### src/rtl/eye_mem_pkg.sv
// Shared types and default widths for the DRAM arbiter slice.
package eye_mem_pkg;
   localparam int ADDR_W_DEF = 16;
   localparam int DATA_W_DEF = 16;

   typedef enum logic [1:0] {IDLE, ACCESS, RESP} arb_state_t;
   typedef enum logic {PORT_IF, PORT_DM} port_id_t;
endpackage

### src/rtl/dram_arbiter_if.sv
// Fetch port, data port and memory-side bus of the arbiter.
// The slave modport is the arbiter's view; master is the surrounding system's view.
interface dram_arbiter_if #(
   parameter int ADDR_W = eye_mem_pkg::ADDR_W_DEF,
   parameter int DATA_W = eye_mem_pkg::DATA_W_DEF
);
   logic              if_req_valid;
   logic              if_req_ready;
   logic [ADDR_W-1:0] if_addr;
   logic              if_rsp_valid;
   logic              if_rsp_ready;
   logic [DATA_W-1:0] if_rsp_data;

   logic              dm_req_valid;
   logic              dm_req_ready;
   logic              dm_we;
   logic [ADDR_W-1:0] dm_addr;
   logic [DATA_W-1:0] dm_wdata;
   logic              dm_rsp_valid;
   logic              dm_rsp_ready;
   logic [DATA_W-1:0] dm_rsp_data;

   logic              mem_read;
   logic              mem_write;
   logic [ADDR_W-1:0] mem_addr;
   logic [DATA_W-1:0] mem_d_in;
   logic [DATA_W-1:0] mem_d_out;

   modport slave (
      input  if_req_valid, if_addr, if_rsp_ready,
      input  dm_req_valid, dm_we, dm_addr, dm_wdata, dm_rsp_ready,
      input  mem_d_out,
      output if_req_ready, if_rsp_valid, if_rsp_data,
      output dm_req_ready, dm_rsp_valid, dm_rsp_data,
      output mem_read, mem_write, mem_addr, mem_d_in
   );

   modport master (
      output if_req_valid, if_addr, if_rsp_ready,
      output dm_req_valid, dm_we, dm_addr, dm_wdata, dm_rsp_ready,
      output mem_d_out,
      input  if_req_ready, if_rsp_valid, if_rsp_data,
      input  dm_req_ready, dm_rsp_valid, dm_rsp_data,
      input  mem_read, mem_write, mem_addr, mem_d_in
   );
endinterface

### src/rtl/rr_arb2.sv
// Two-way picker between fetch and data ports. Round-robin by default;
// with DRAM_ARB_FIXED_PRIO_EN defined the data port always wins a tie.
module rr_arb2
   import eye_mem_pkg::*;
(
   input  logic     clk,
   input  logic     rst,
   input  logic     i_req_if,
   input  logic     i_req_dm,
   input  logic     i_accept,
   output logic     o_any,
   output port_id_t o_grant
);
   assign o_any = i_req_if | i_req_dm;

`ifdef DRAM_ARB_FIXED_PRIO_EN
   always_comb begin
      o_grant = i_req_dm ? PORT_DM : PORT_IF;
   end
`else
   port_id_t r_last_grant;

   // Starting from the data port means fetch wins the first tie after reset.
   always_ff @(posedge clk) begin
      if (rst) begin
         r_last_grant <= PORT_DM;
      end else if (i_accept) begin
         r_last_grant <= o_grant;
      end
   end

   always_comb begin
      if (i_req_if && i_req_dm) begin
         o_grant = (r_last_grant == PORT_IF) ? PORT_DM : PORT_IF;
      end else begin
         o_grant = i_req_dm ? PORT_DM : PORT_IF;
      end
   end
`endif
endmodule

### src/rtl/dram_arbiter.sv
// Shares one single-cycle memory between a read-only fetch port and a
// read/write data port, with one request in flight (IDLE -> ACCESS -> RESP).
module dram_arbiter
   import eye_mem_pkg::*;
#(
   parameter int ADDR_W = ADDR_W_DEF,
   parameter int DATA_W = DATA_W_DEF
) (
   input  logic           clk,
   input  logic           rst,
   dram_arbiter_if.slave  bus,
   output logic           busy
);
   arb_state_t        r_state;
   arb_state_t        w_state_next;
   port_id_t          r_owner;
   logic              r_we;
   logic [ADDR_W-1:0] r_addr;
   logic [DATA_W-1:0] r_wdata;
   logic [DATA_W-1:0] r_rdata;

   logic              w_any;
   port_id_t          w_grant;
   logic              w_accept;
   logic              w_access;
   logic              w_owner_rsp_ready;

   rr_arb2 u_arb (
      .clk      (clk),
      .rst      (rst),
      .i_req_if (bus.if_req_valid),
      .i_req_dm (bus.dm_req_valid),
      .i_accept (w_accept),
      .o_any    (w_any),
      .o_grant  (w_grant)
   );

   // The picker only ever grants a valid requester, so any request in IDLE is accepted.
   assign w_accept          = (r_state == IDLE) && !rst && w_any;
   assign bus.if_req_ready  = w_accept && (w_grant == PORT_IF);
   assign bus.dm_req_ready  = w_accept && (w_grant == PORT_DM);
   assign w_owner_rsp_ready = (r_owner == PORT_IF) ? bus.if_rsp_ready : bus.dm_rsp_ready;

   always_ff @(posedge clk) begin
      if (rst) begin
         r_state <= IDLE;
         r_owner <= PORT_IF;
         r_we    <= 1'b0;
         r_addr  <= '0;
         r_wdata <= '0;
         r_rdata <= '0;
      end else begin
         r_state <= w_state_next;
         if (w_accept) begin
            r_owner <= w_grant;
            r_we    <= (w_grant == PORT_DM) ? bus.dm_we : 1'b0;
            r_addr  <= (w_grant == PORT_DM) ? bus.dm_addr : bus.if_addr;
            r_wdata <= (w_grant == PORT_DM) ? bus.dm_wdata : '0;
         end
         if (r_state == ACCESS) begin
            r_rdata <= r_we ? '0 : bus.mem_d_out;
         end
      end
   end

   always_comb begin
      w_state_next = r_state;
      case (r_state)
         IDLE:    if (w_accept) w_state_next = ACCESS;
         ACCESS:  w_state_next = RESP;
         RESP:    if (w_owner_rsp_ready) w_state_next = IDLE;
         default: w_state_next = IDLE;
      endcase
   end

   // Reset gates the strobes so an in-flight write never commits.
   assign w_access      = (r_state == ACCESS) && !rst;
   assign bus.mem_read  = w_access && !r_we;
   assign bus.mem_write = w_access && r_we;
   assign bus.mem_addr  = w_access ? r_addr : '0;
   assign bus.mem_d_in  = w_access ? r_wdata : '0;

   assign bus.if_rsp_valid = (r_state == RESP) && (r_owner == PORT_IF);
   assign bus.dm_rsp_valid = (r_state == RESP) && (r_owner == PORT_DM);
   assign bus.if_rsp_data  = bus.if_rsp_valid ? r_rdata : '0;
   assign bus.dm_rsp_data  = bus.dm_rsp_valid ? r_rdata : '0;

   assign busy = (r_state != IDLE);
endmodule

### src/flat_wrapper.sv
// flat-port wrapper written by rule: the top's interface ports become plain ports
module dram_arbiter_flat import eye_mem_pkg::*;
#(
   parameter int ADDR_W = ADDR_W_DEF,
   parameter int DATA_W = DATA_W_DEF
)
  (clk, rst, busy, bus_if_req_valid, bus_if_addr, bus_if_rsp_ready, bus_dm_req_valid, bus_dm_we, bus_dm_addr, bus_dm_wdata, bus_dm_rsp_ready, bus_mem_d_out, bus_if_req_ready, bus_if_rsp_valid, bus_if_rsp_data, bus_dm_req_ready, bus_dm_rsp_valid, bus_dm_rsp_data, bus_mem_read, bus_mem_write, bus_mem_addr, bus_mem_d_in);
  dram_arbiter_if #(.ADDR_W(ADDR_W), .DATA_W(DATA_W)) bus_i ();
  input  logic clk;
  input  logic rst;
  output logic busy;
  input wire logic [$bits(bus_i.if_req_valid)-1:0] bus_if_req_valid;
  input wire logic [$bits(bus_i.if_addr)-1:0] bus_if_addr;
  input wire logic [$bits(bus_i.if_rsp_ready)-1:0] bus_if_rsp_ready;
  input wire logic [$bits(bus_i.dm_req_valid)-1:0] bus_dm_req_valid;
  input wire logic [$bits(bus_i.dm_we)-1:0] bus_dm_we;
  input wire logic [$bits(bus_i.dm_addr)-1:0] bus_dm_addr;
  input wire logic [$bits(bus_i.dm_wdata)-1:0] bus_dm_wdata;
  input wire logic [$bits(bus_i.dm_rsp_ready)-1:0] bus_dm_rsp_ready;
  input wire logic [$bits(bus_i.mem_d_out)-1:0] bus_mem_d_out;
  output wire logic [$bits(bus_i.if_req_ready)-1:0] bus_if_req_ready;
  output wire logic [$bits(bus_i.if_rsp_valid)-1:0] bus_if_rsp_valid;
  output wire logic [$bits(bus_i.if_rsp_data)-1:0] bus_if_rsp_data;
  output wire logic [$bits(bus_i.dm_req_ready)-1:0] bus_dm_req_ready;
  output wire logic [$bits(bus_i.dm_rsp_valid)-1:0] bus_dm_rsp_valid;
  output wire logic [$bits(bus_i.dm_rsp_data)-1:0] bus_dm_rsp_data;
  output wire logic [$bits(bus_i.mem_read)-1:0] bus_mem_read;
  output wire logic [$bits(bus_i.mem_write)-1:0] bus_mem_write;
  output wire logic [$bits(bus_i.mem_addr)-1:0] bus_mem_addr;
  output wire logic [$bits(bus_i.mem_d_in)-1:0] bus_mem_d_in;
  assign bus_i.if_req_valid = bus_if_req_valid;
  assign bus_i.if_addr = bus_if_addr;
  assign bus_i.if_rsp_ready = bus_if_rsp_ready;
  assign bus_i.dm_req_valid = bus_dm_req_valid;
  assign bus_i.dm_we = bus_dm_we;
  assign bus_i.dm_addr = bus_dm_addr;
  assign bus_i.dm_wdata = bus_dm_wdata;
  assign bus_i.dm_rsp_ready = bus_dm_rsp_ready;
  assign bus_i.mem_d_out = bus_mem_d_out;
  assign bus_if_req_ready = bus_i.if_req_ready;
  assign bus_if_rsp_valid = bus_i.if_rsp_valid;
  assign bus_if_rsp_data = bus_i.if_rsp_data;
  assign bus_dm_req_ready = bus_i.dm_req_ready;
  assign bus_dm_rsp_valid = bus_i.dm_rsp_valid;
  assign bus_dm_rsp_data = bus_i.dm_rsp_data;
  assign bus_mem_read = bus_i.mem_read;
  assign bus_mem_write = bus_i.mem_write;
  assign bus_mem_addr = bus_i.mem_addr;
  assign bus_mem_d_in = bus_i.mem_d_in;
  dram_arbiter #(.ADDR_W(ADDR_W), .DATA_W(DATA_W)) u_core (.clk(clk), .rst(rst), .bus(bus_i), .busy(busy));
endmodule
### config.mk
export PLATFORM = sky130hd
export DESIGN_NAME = dram_arbiter_flat
export DESIGN_NICKNAME = d
export VERILOG_FILES = /design/src/rtl/eye_mem_pkg.sv /design/src/rtl/dram_arbiter_if.sv /design/src/rtl/rr_arb2.sv /design/src/rtl/dram_arbiter.sv /design/src/flat_wrapper.sv
export SDC_FILE = /design/constraint.sdc
export NUM_CORES = 1
export LEC_CHECK = 0
export ABC_AREA = 1
export BUFFER_PORTS_ARGS = -buffer_cell sky130_fd_sc_hd__buf_2
export CORE_AREA = 2 2 84 86
export CTS_CLUSTER_SIZE = 30
export DETAILED_ROUTE_END_ITERATION = 8
export DIE_AREA = 0 0 86 88
export GPL_TIMING_DRIVEN = 0
export HOLD_SLACK_MARGIN = 0.15
export PLACE_DENSITY_LB_ADDON = 0.15
export SLEW_MARGIN = 40
export SYNTH_ARGS = -nofsm -noshare
export SYNTH_HDL_FRONTEND = slang
export SYNTH_SLANG_ARGS = --single-unit
### constraint.sdc
create_clock -name clk -period 1.2 [get_ports clk]
set_input_delay 0.24 -clock clk [delete_from_list [all_inputs] [get_ports clk]]
set_output_delay 0.24 -clock clk [all_outputs]
set_load 0.02 [all_outputs]
**Word level (Yosys, flattened, before mapping)**

Index checks and enable logic that the tools add are counted.

- Equality and inequality tests: 4
- Reduce and logical (&&, ||, !) cells: 15
- Mux-type cells: 15
- Bitwise gates (word level): 3

Operators by type and width:

| operator | number |
|---|---|
| 16-bit two-way mux | 7 |
| 1-bit logical AND | 10 |
| 2-bit one-hot mux with 3 select lines | 1 |
| 1-bit two-way mux | 5 |
| 2-bit two-way mux | 2 |
| 2-bit by 1-bit inequality test with 1-bit output, second input constant | 2 |
| 2-bit by 1-bit equality test with 1-bit output, second input constant | 1 |
| 2-bit equality test, second input constant | 1 |
| 1-bit zero test | 2 |
| 2-bit zero test | 1 |
| 1-bit NOT | 2 |
| 2-bit AND reduction | 1 |
| 2-bit nonzero test | 1 |
| 1-bit OR | 1 |

- Logic and storage cells: 44
- Output and inout port bits: 71
- Flip-flop bits (word level): 53
- Input port bits: 71

**Longest topological paths before layout**

Gate-level depths: netlist (run 1).

- Word-level depth: 5
- Depth in mapped cells: 8
- Depth with buffers taken out: 7

**Cells and area by module**

From an unflattened synthesis (run 1), not the netlist that was laid out.

- Cell total of the unflattened synthesis: 443
- Area total of the unflattened synthesis: 2897.8 um2

By module, submodules not included:

| module | area each (um2) | cells each | times used | seq. area each (um2) |
|---|---|---|---|---|
| dram_arbiter | 2842.7 | 435 | 1 | 1041.0 |
| rr_arb2 | 55.1 | 8 | 1 | 20.0 |

**Least setup slack after synthesis (run 1)**

Ideal clock, no wire load.

- Path kind: flip-flop to output port
- Start point: reg u_core.r_state[1]
- End point: out bus_dm_rsp_data[10]
- Path slack: -0.240 ns
- Arrival: 1.200 ns
- Cell stages (with the launch flop): 6
- Path buffers: 1
- Required time: 0.960 ns
- Cell sequence: dfxtp_1 -> inv_1 -> nor2_1 -> nand2_1 -> buf_2 -> nor2_1

- Longest elaborated chain between the ends: 3

Ends and longest elaborated chain:

| what | line | RTL |
|---|---|---|
| from (decl) | dram_arbiter.sv:14 | `arb_state_t r_state;` |
| from (signal assigned) | dram_arbiter.sv:53 | `r_state <= w_state_next;` |
| 2-bit equality test | dram_arbiter.sv:84 | `assign bus.dm_rsp_valid = (r_state == RESP) && (r_owner == PORT_DM);` |
| 1-bit logical AND | dram_arbiter.sv:84 |  |
| 16-bit two-way mux | dram_arbiter.sv:86 | `assign bus.dm_rsp_data = bus.dm_rsp_valid ? r_rdata : '0;` |
| to (decl) | flat_wrapper.sv:26 | `output wire logic [$bits(bus_i.dm_rsp_data)-1:0] bus_dm_rsp_data;` |

Every way passes these cells.

**Final worst setup path (run 1)**

- Start point: reg u_core.r_state[1]
- End point: out bus_dm_rsp_data[12]

Same word-level chain as after synthesis.

==> run_results.csv, run 1 <==
group,metric,value,unit
route,route.detailed.drc,0,
yosys,ys_async_sr_fraction,0,%
yosys,synth_top_area_cell,"dfxtp_1",
timing,fmax,581.9,MHz
min_path,hold_class,"in -> reg",
finish,fin_nets,687,
clocking,path_clk_slew,0.09,ns
timing,worst_hold_slack,0.1718,ns
timing,slew_headroom,66.74,%
setup_path,crit_path_max_fanout,10,
placement,gp_congestion,0.7233,
setup_path,path_class,"reg -> out",
yosys,synth-main-ff-cell,"dfxtp_1",
timing,finalCritPeriodShare,143.2,%
power_and_ir_drop,p_leak,2.341,nW
yosys,synth_common_cells,"nand2_1, nor2_1, inv_1, dfxtp_1, nand3_1",
clocking,numCtsBuffers,5,
setup_path,cpPeakStageDelay,0.39,ns
yosys,syn_nets,468,
finish,drive_above_1_share,53.00,%
timing,maxSlewViolCount,0,
placement,place_area,3850,um2
setup_path,worst_setup_path_start_kind,"flop",
route,drt-initial-drc-count,137,
timing,finalSetupViolCount,116,
global_route,grt_overflow,0,
floorplan,fp-row-count,30,
setup_path,critPathSlowestCell,"dfxtp_4",
route,drtAntennaViolNets,0,
timing,skew,0.004983,ns
yosys,synth_area_leaders,"dfxtp_1, nand2_1, nor2_1, inv_1, nand3_1",
finish,final_area,5463,um2
yosys,synth-seq-cells,53,
finish,area_delta_synth_final,109.7,%
clocking,htreeDepth,2,
run_status,violations,"setup timing",
route,vias_per_cell,4.782,
global_route,grt_pass1_wl,14170,um
timing,rsz0062_at_grt,"true",
yosys,synthesis.instances,397,
placement,hpwl,5402,um
setup_path,crit_top_cell,"nor2_4",
job,cap_viol_max_count,0,
clocking,clock_path_buffers,2,
timing,worst_slack,-0.5185,ns
timing,tightestPinTransition,0.4990,ns
floorplan,die_width,86,um
floorplan,start_util,39.21,%
finish,diodes,0,
placement,portBuffers,140,
global_route,grt_max_degree,17,
floorplan,die_y,88,um
yosys,ys_warn_count,0,
floorplan,core-area,6644,um2
floorplan,io_pins,142,
clocking,insertion_delay,0.30,ns
yosys,seq_area_frac_synth,40.73,%
yosys,synth-edff-count,0,
yosys,synth.top_cell.area_share,40.73,%
global_route,antenna_found_initial,0,
route,routed_wl,10350,um
route,vias,3333,
setup_path,critical_path.cell_chain,"inv_6 -> nor2_4 -> nand2_4 -> buf_12 -> nor2_4 -> buf_6",
floorplan,die_area,7568,um2
yosys,synth_most_common_cell,"nand2_1",
setup_path,crit_family,"simple AND/OR/NAND/NOR gates",
route,dr.pass1.iters,4,
run_status,outcome,"finished, violations left",
timing,finalHoldViolations,0,
clocking,cts_tree,"yes",
global_route,grt_pass1_vias,3005,
clocking,cts.sinks,53,
setup_path,critPathArrivalTime,1.48,ns
clocking,cts_root_buf,"clkbuf_8",
yosys,syn_area_per_cell,6.562,um2
power_and_ir_drop,max-vdd-ir-drop,0.5744,mV
global_route,grt_usage,23.40,%
route,routedWlPerCell,14.85,um
power_and_ir_drop,power.density,825.8,nW/um2
setup_path,end_kind,"primary output",
setup_path,critPathBufInv,3,
yosys,ys_types,22,
yosys,synth_area,2605,um2
setup_path,required,0.96,ns
timing,layout_min_cycle_time,1.719,ns
## flip-flops by register name (all words and copies together) (netlist names)
name / flops
u_core.r_owner: 1
u_core.r_rdata: 16
u_core.r_we: 1
u_core.r_state: 2
u_core.r_addr: 16
u_core.u_arb.r_last_grant: 1
u_core.r_wdata: 16
## through the flow
| step | utilization [%] | setup slack (ns) | setup TNS [ns] | cells | power, W |
|---|---|---|---|---|---|
| floorplan | - | -0.03891 | -0.9082 | 397 | 0.002616 |
| global placement | 57.95 | -0.4017 | -12.69 | 617 | 0.002871 |
| detailed placement | 57.95 | -0.3841 | -12.95 | 617 | 0.002883 |
| CTS | 75.84 | -0.4564 | -30.34 | 680 | 0.004282 |
| global route | 82.22 | -0.5771 | -44.76 | 697 | 0.004716 |
| finish | 82.22 | -0.5185 | -37.31 | 697 | 0.004511 |
## report_power, final
group / total, W / switching [W] / internal [W]
registers: 0.00195 / 0.0000763 / 0.00187
logic: 0.00144 / 0.000783 / 0.000660
clock network: 0.00112 / 0.000594 / 0.000523
total: 0.00451 / 0.00145 / 0.00306
## cell type report
type                            count  area [um2]
Timing Repair Buffer              213        1907
Tap cell                           80       100.1
Sequential cell                    53        1070
Clock inverter                      1       5.005
Clock buffer                        7       96.34
Buffer                             17       210.2
Inverter                           59       241.5
Fill cell                         408        1181
Multi-Input combinational cell    267        1833
## per-layer routing
metal	wire length (um)	part of all wire (%)	GRT usage, %
met1	3963	38	28.37
met2	5642	55	42.64
met3	600	5.8	3.959
met4	140	1.4	6.494
met5	0	0	0
## what timing repair did
| action | CTS | global route |
|---|---|---|
| buffers inserted | 22 | 15 |
| endpoints found under the hold margin | 33 | 0 |
| cloned | 1 | 5 |
| resized for setup | 182 | 79 |
| pin swaps | 6 | 11 |
| setup endpoints to repair | 100 | 123 |
| hold buffers | 33 | 0 |
## final timing paths
kind	depth (start not counted)	to	slack [ns]	from
worst min-delay path	2	u_core.r_addr[11]	0.17	rst
worst min register to register	2	u_core.r_addr[7]	0.47	u_core.r_addr[7]
worst max-delay path	6	bus_dm_rsp_data[12]	-0.52	u_core.r_state[1]
worst max register to register	11	u_core.r_rdata[6]	-0.19	u_core.r_state[1]
## logic make-up (layout without fill, tap and decap cells)
group | after synthesis | after routing | synth area share (%)
compound gates | 37 | 37 | 8.886
buf+inv | 77 | 297 | 13.26
flops | 53 | 53 | 40.73
simple gates | 230 | 230 | 37.13
## layout by cell type (no fill, tap or decap), drive strengths merged
cell type,Yosys,layout
nor2,73,73
nand3,34,34
a21oi,17,17
buf,15,192
o21ai,19,19
clkbuf,3,12
dfxtp,53,53
nand2,123,123
dlygate4sd3,0,33
inv,59,59
clkinv,0,1
o22ai,1,1
(Power assumes the default switching activity.)
==> inputs of run 2 (changes only) <==
--- a/config.mk
+++ b/config.mk
@@ -14,6 +14,7 @@
 export GPL_TIMING_DRIVEN = 0
 export HOLD_SLACK_MARGIN = 0.15
 export PLACE_DENSITY_LB_ADDON = 0.15
+export SETUP_SLACK_MARGIN = 0.4
 export SLEW_MARGIN = 40
 export SYNTH_ARGS = -nofsm -noshare
 export SYNTH_HDL_FRONTEND = slang
==> run_results.csv, run 2 (same netlist as run 1, synthesis figures left out) <==
group,metric,value,unit
clocking,htreeDepth,2,
setup_path,worstRegToRegCells,9,
global_route,grt_usage,26.54,%
power_and_ir_drop,max-vdd-ir-drop,0.5339,mV
placement,portBuffers,140,
timing,finalCritPeriodShare,142.3,%
power_and_ir_drop,p_int,0.003027,W
timing,fmax,585.8,MHz
setup_path,critPathArrivalTime,1.47,ns
timing,maxSlewViolCount,0,
route,vias_per_cell,5.003,
floorplan,die_area,7568,um2
finish,drive_above_1_share,59.81,%
finish,final_cells,697,
finish,layout_commonest_cell,"buf_6",
setup_path,end_kind,"primary output",
finish,fin_nets,687,
min_path,hold_class,"in -> reg",
setup_path,worst_setup_path_start_kind,"flop",
placement,hpwl,5468,um
finish,final_cell_mix,"buf_6, buf_2, nand2_1, nor2_4, inv_1",
route,routedWlPerCell,16.90,um
route,drt-initial-drc-count,163,
timing,worst_hold_slack,0.1660,ns
setup_path,path_class,"reg -> out",
placement,place_area,3961,um2
timing,worst_slack,-0.5072,ns
finish,final_util,86.18,%
timing,rsz0062_at_grt,"true",
placement,gp_congestion,0.7710,
timing,tightestPinTransition,0.6141,ns
setup_path,r2r_slack,-0.32,ns
setup_path,required,0.96,ns
power_and_ir_drop,power_switching_share,34.54,%
global_route,antenna_found_initial,0,
global_route,grt_pass1_wl,15840,um
timing,skew,0.006167,ns
clocking,numCtsBuffers,5,
global_route,grt_pass1_vias,3400,
power_and_ir_drop,p_total,0.004624,W
floorplan,start_util,39.21,%
clocking,insertion_delay,0.31,ns
route,route.detailed.drc,0,
setup_path,critPathCapture,"bus_mem_write",
setup_path,reg2reg_to,"u_core.r_wdata[13]",
timing,slew_headroom,59.06,%
finish,area_delta_synth_final,119.8,%
clocking,path_clk_slew,0.09,ns
setup_path,r2r-start,"u_core.r_state[0]",
timing,layout_min_cycle_time,1.707,ns
timing,finalSetupViolCount,123,
floorplan,die_width,86,um
floorplan,core-area,6644,um2
global_route,grt_max_degree,17,
finish,diodes,0,
setup_path,cp-startpoint,"u_core.r_state[1]",
run_status,violations,"setup timing",
power_and_ir_drop,combPwrFrac,35.3,%
timing,finalHoldViolations,0,
route,drtAntennaViolNets,0,
clocking,cts_root_buf,"clkbuf_8",
power_and_ir_drop,power.density,807.7,nW/um2
finish,final_area,5725,um2
power_and_ir_drop,p_clk_share,22.3,%
power_and_ir_drop,p_sw,0.001597,W
finish,fillers,337,
run_status,outcome,"finished, violations left",
floorplan,die_y,88,um
finish,top_regs,"u_core.r_addr (16), u_core.r_rdata (16), u_core.r_wdata (16)",
global_route,grt_overflow,0,
power_and_ir_drop,seqPwrFrac,42.5,%
placement,dpl.cell_count,617,
clocking,cts_tree,"yes",
floorplan,io_pins,142,
route,dr.pass1.iters,4,
power_and_ir_drop,p_leak,2.467,nW
clocking,clock_path_buffers,2,
floorplan,fp-row-count,30,
route,routed_wl,11780,um
route,vias,3487,
setup_path,crit_path_max_fanout,9,
clocking,cts.sinks,53,
job,cap_viol_max_count,0,
-- run 2: per-layer routing --
metal / share of wire (%) / GRT usage (%) / wire length (um) / vias to the layer above
li1: - / - / - / 1636
met1: 37 / 27.56 / 4299 / 1630
met2: 53 / 53.07 / 6263 / 172
met3: 5.2 / 4.901 / 613 / 49
met4: 5.1 / 8.658 / 599 / 0
met5: 0 / 0 / 0 / -
-- run 2: how the worst min path moves through the flow --
stage / from / to / slack [ns] / depth (start not counted)
after floorplan: bus_mem_d_out[0] / u_core.r_rdata[0] / 0.34 / 2
after global placement: bus_mem_d_out[3] / u_core.r_rdata[3] / 0.43 / 3
after detailed placement: bus_mem_d_out[9] / u_core.r_rdata[9] / 0.44 / 3
after CTS: rst / u_core.r_addr[9] / 0.16 / 2
after global routing: rst / u_core.r_addr[9] / 0.15 / 2
final: rst / u_core.r_addr[10] / 0.17 / 2
-- run 2: final cells by class --
type	instances	area, um2	area share [%]
plain buffers	18	220.2	3.846
clock buffers	5	68.82	1.202
clock inverters	3	17.52	0.3059
inverters	59	261.5	4.567
multi-input cells	267	1988	34.72
flip-flops and latches	53	1070	18.68
well taps	80	100.1	1.748
repair buffers	212	1999	34.92
-- run 2: repair_timing --
item,CTS,global route
hold buffers,33,0
pin swaps,29,32
endpoints found under the hold margin,33,0
gates cloned,5,4
endpoints found under the setup margin,124,124
resized for setup,235,50
buffers inserted,17,13
-- run 2: critical path, cell delays in order, from the launching register on --
cell,delay (ns)
dfxtp_4,0.37
inv_4,0.07
nand2_4,0.05
nor2_4,0.15
inv_6,0.10
buf_4,0.15
nor2_1,0.10
buf_4,0.16
-- run 2: metrics by stage --
step / setup TNS (ns) / setup WS, ns
3_5_place_dp: -13.88 / -0.3903
5_1_grt: -48.36 / -0.5807
6_report: -41.14 / -0.5072
2_1_floorplan: -1.940 / -0.05508
3_3_place_gp: -12.01 / -0.3825
4_1_cts: -32.23 / -0.4722
-- run 2: power by group through the flow --
stage	Sequential (W)	Combinational (W)	Clock, W
3_5_place_dp	0.00198	0.000955	0
5_1_grt	0.00197	0.00173	0.00113
4_1_cts	0.00194	0.00139	0.00103
2_1_floorplan	0.00196	0.000697	0
6_report	0.00197	0.00163	0.00103
3_3_place_gp	0.00197	0.000941	0
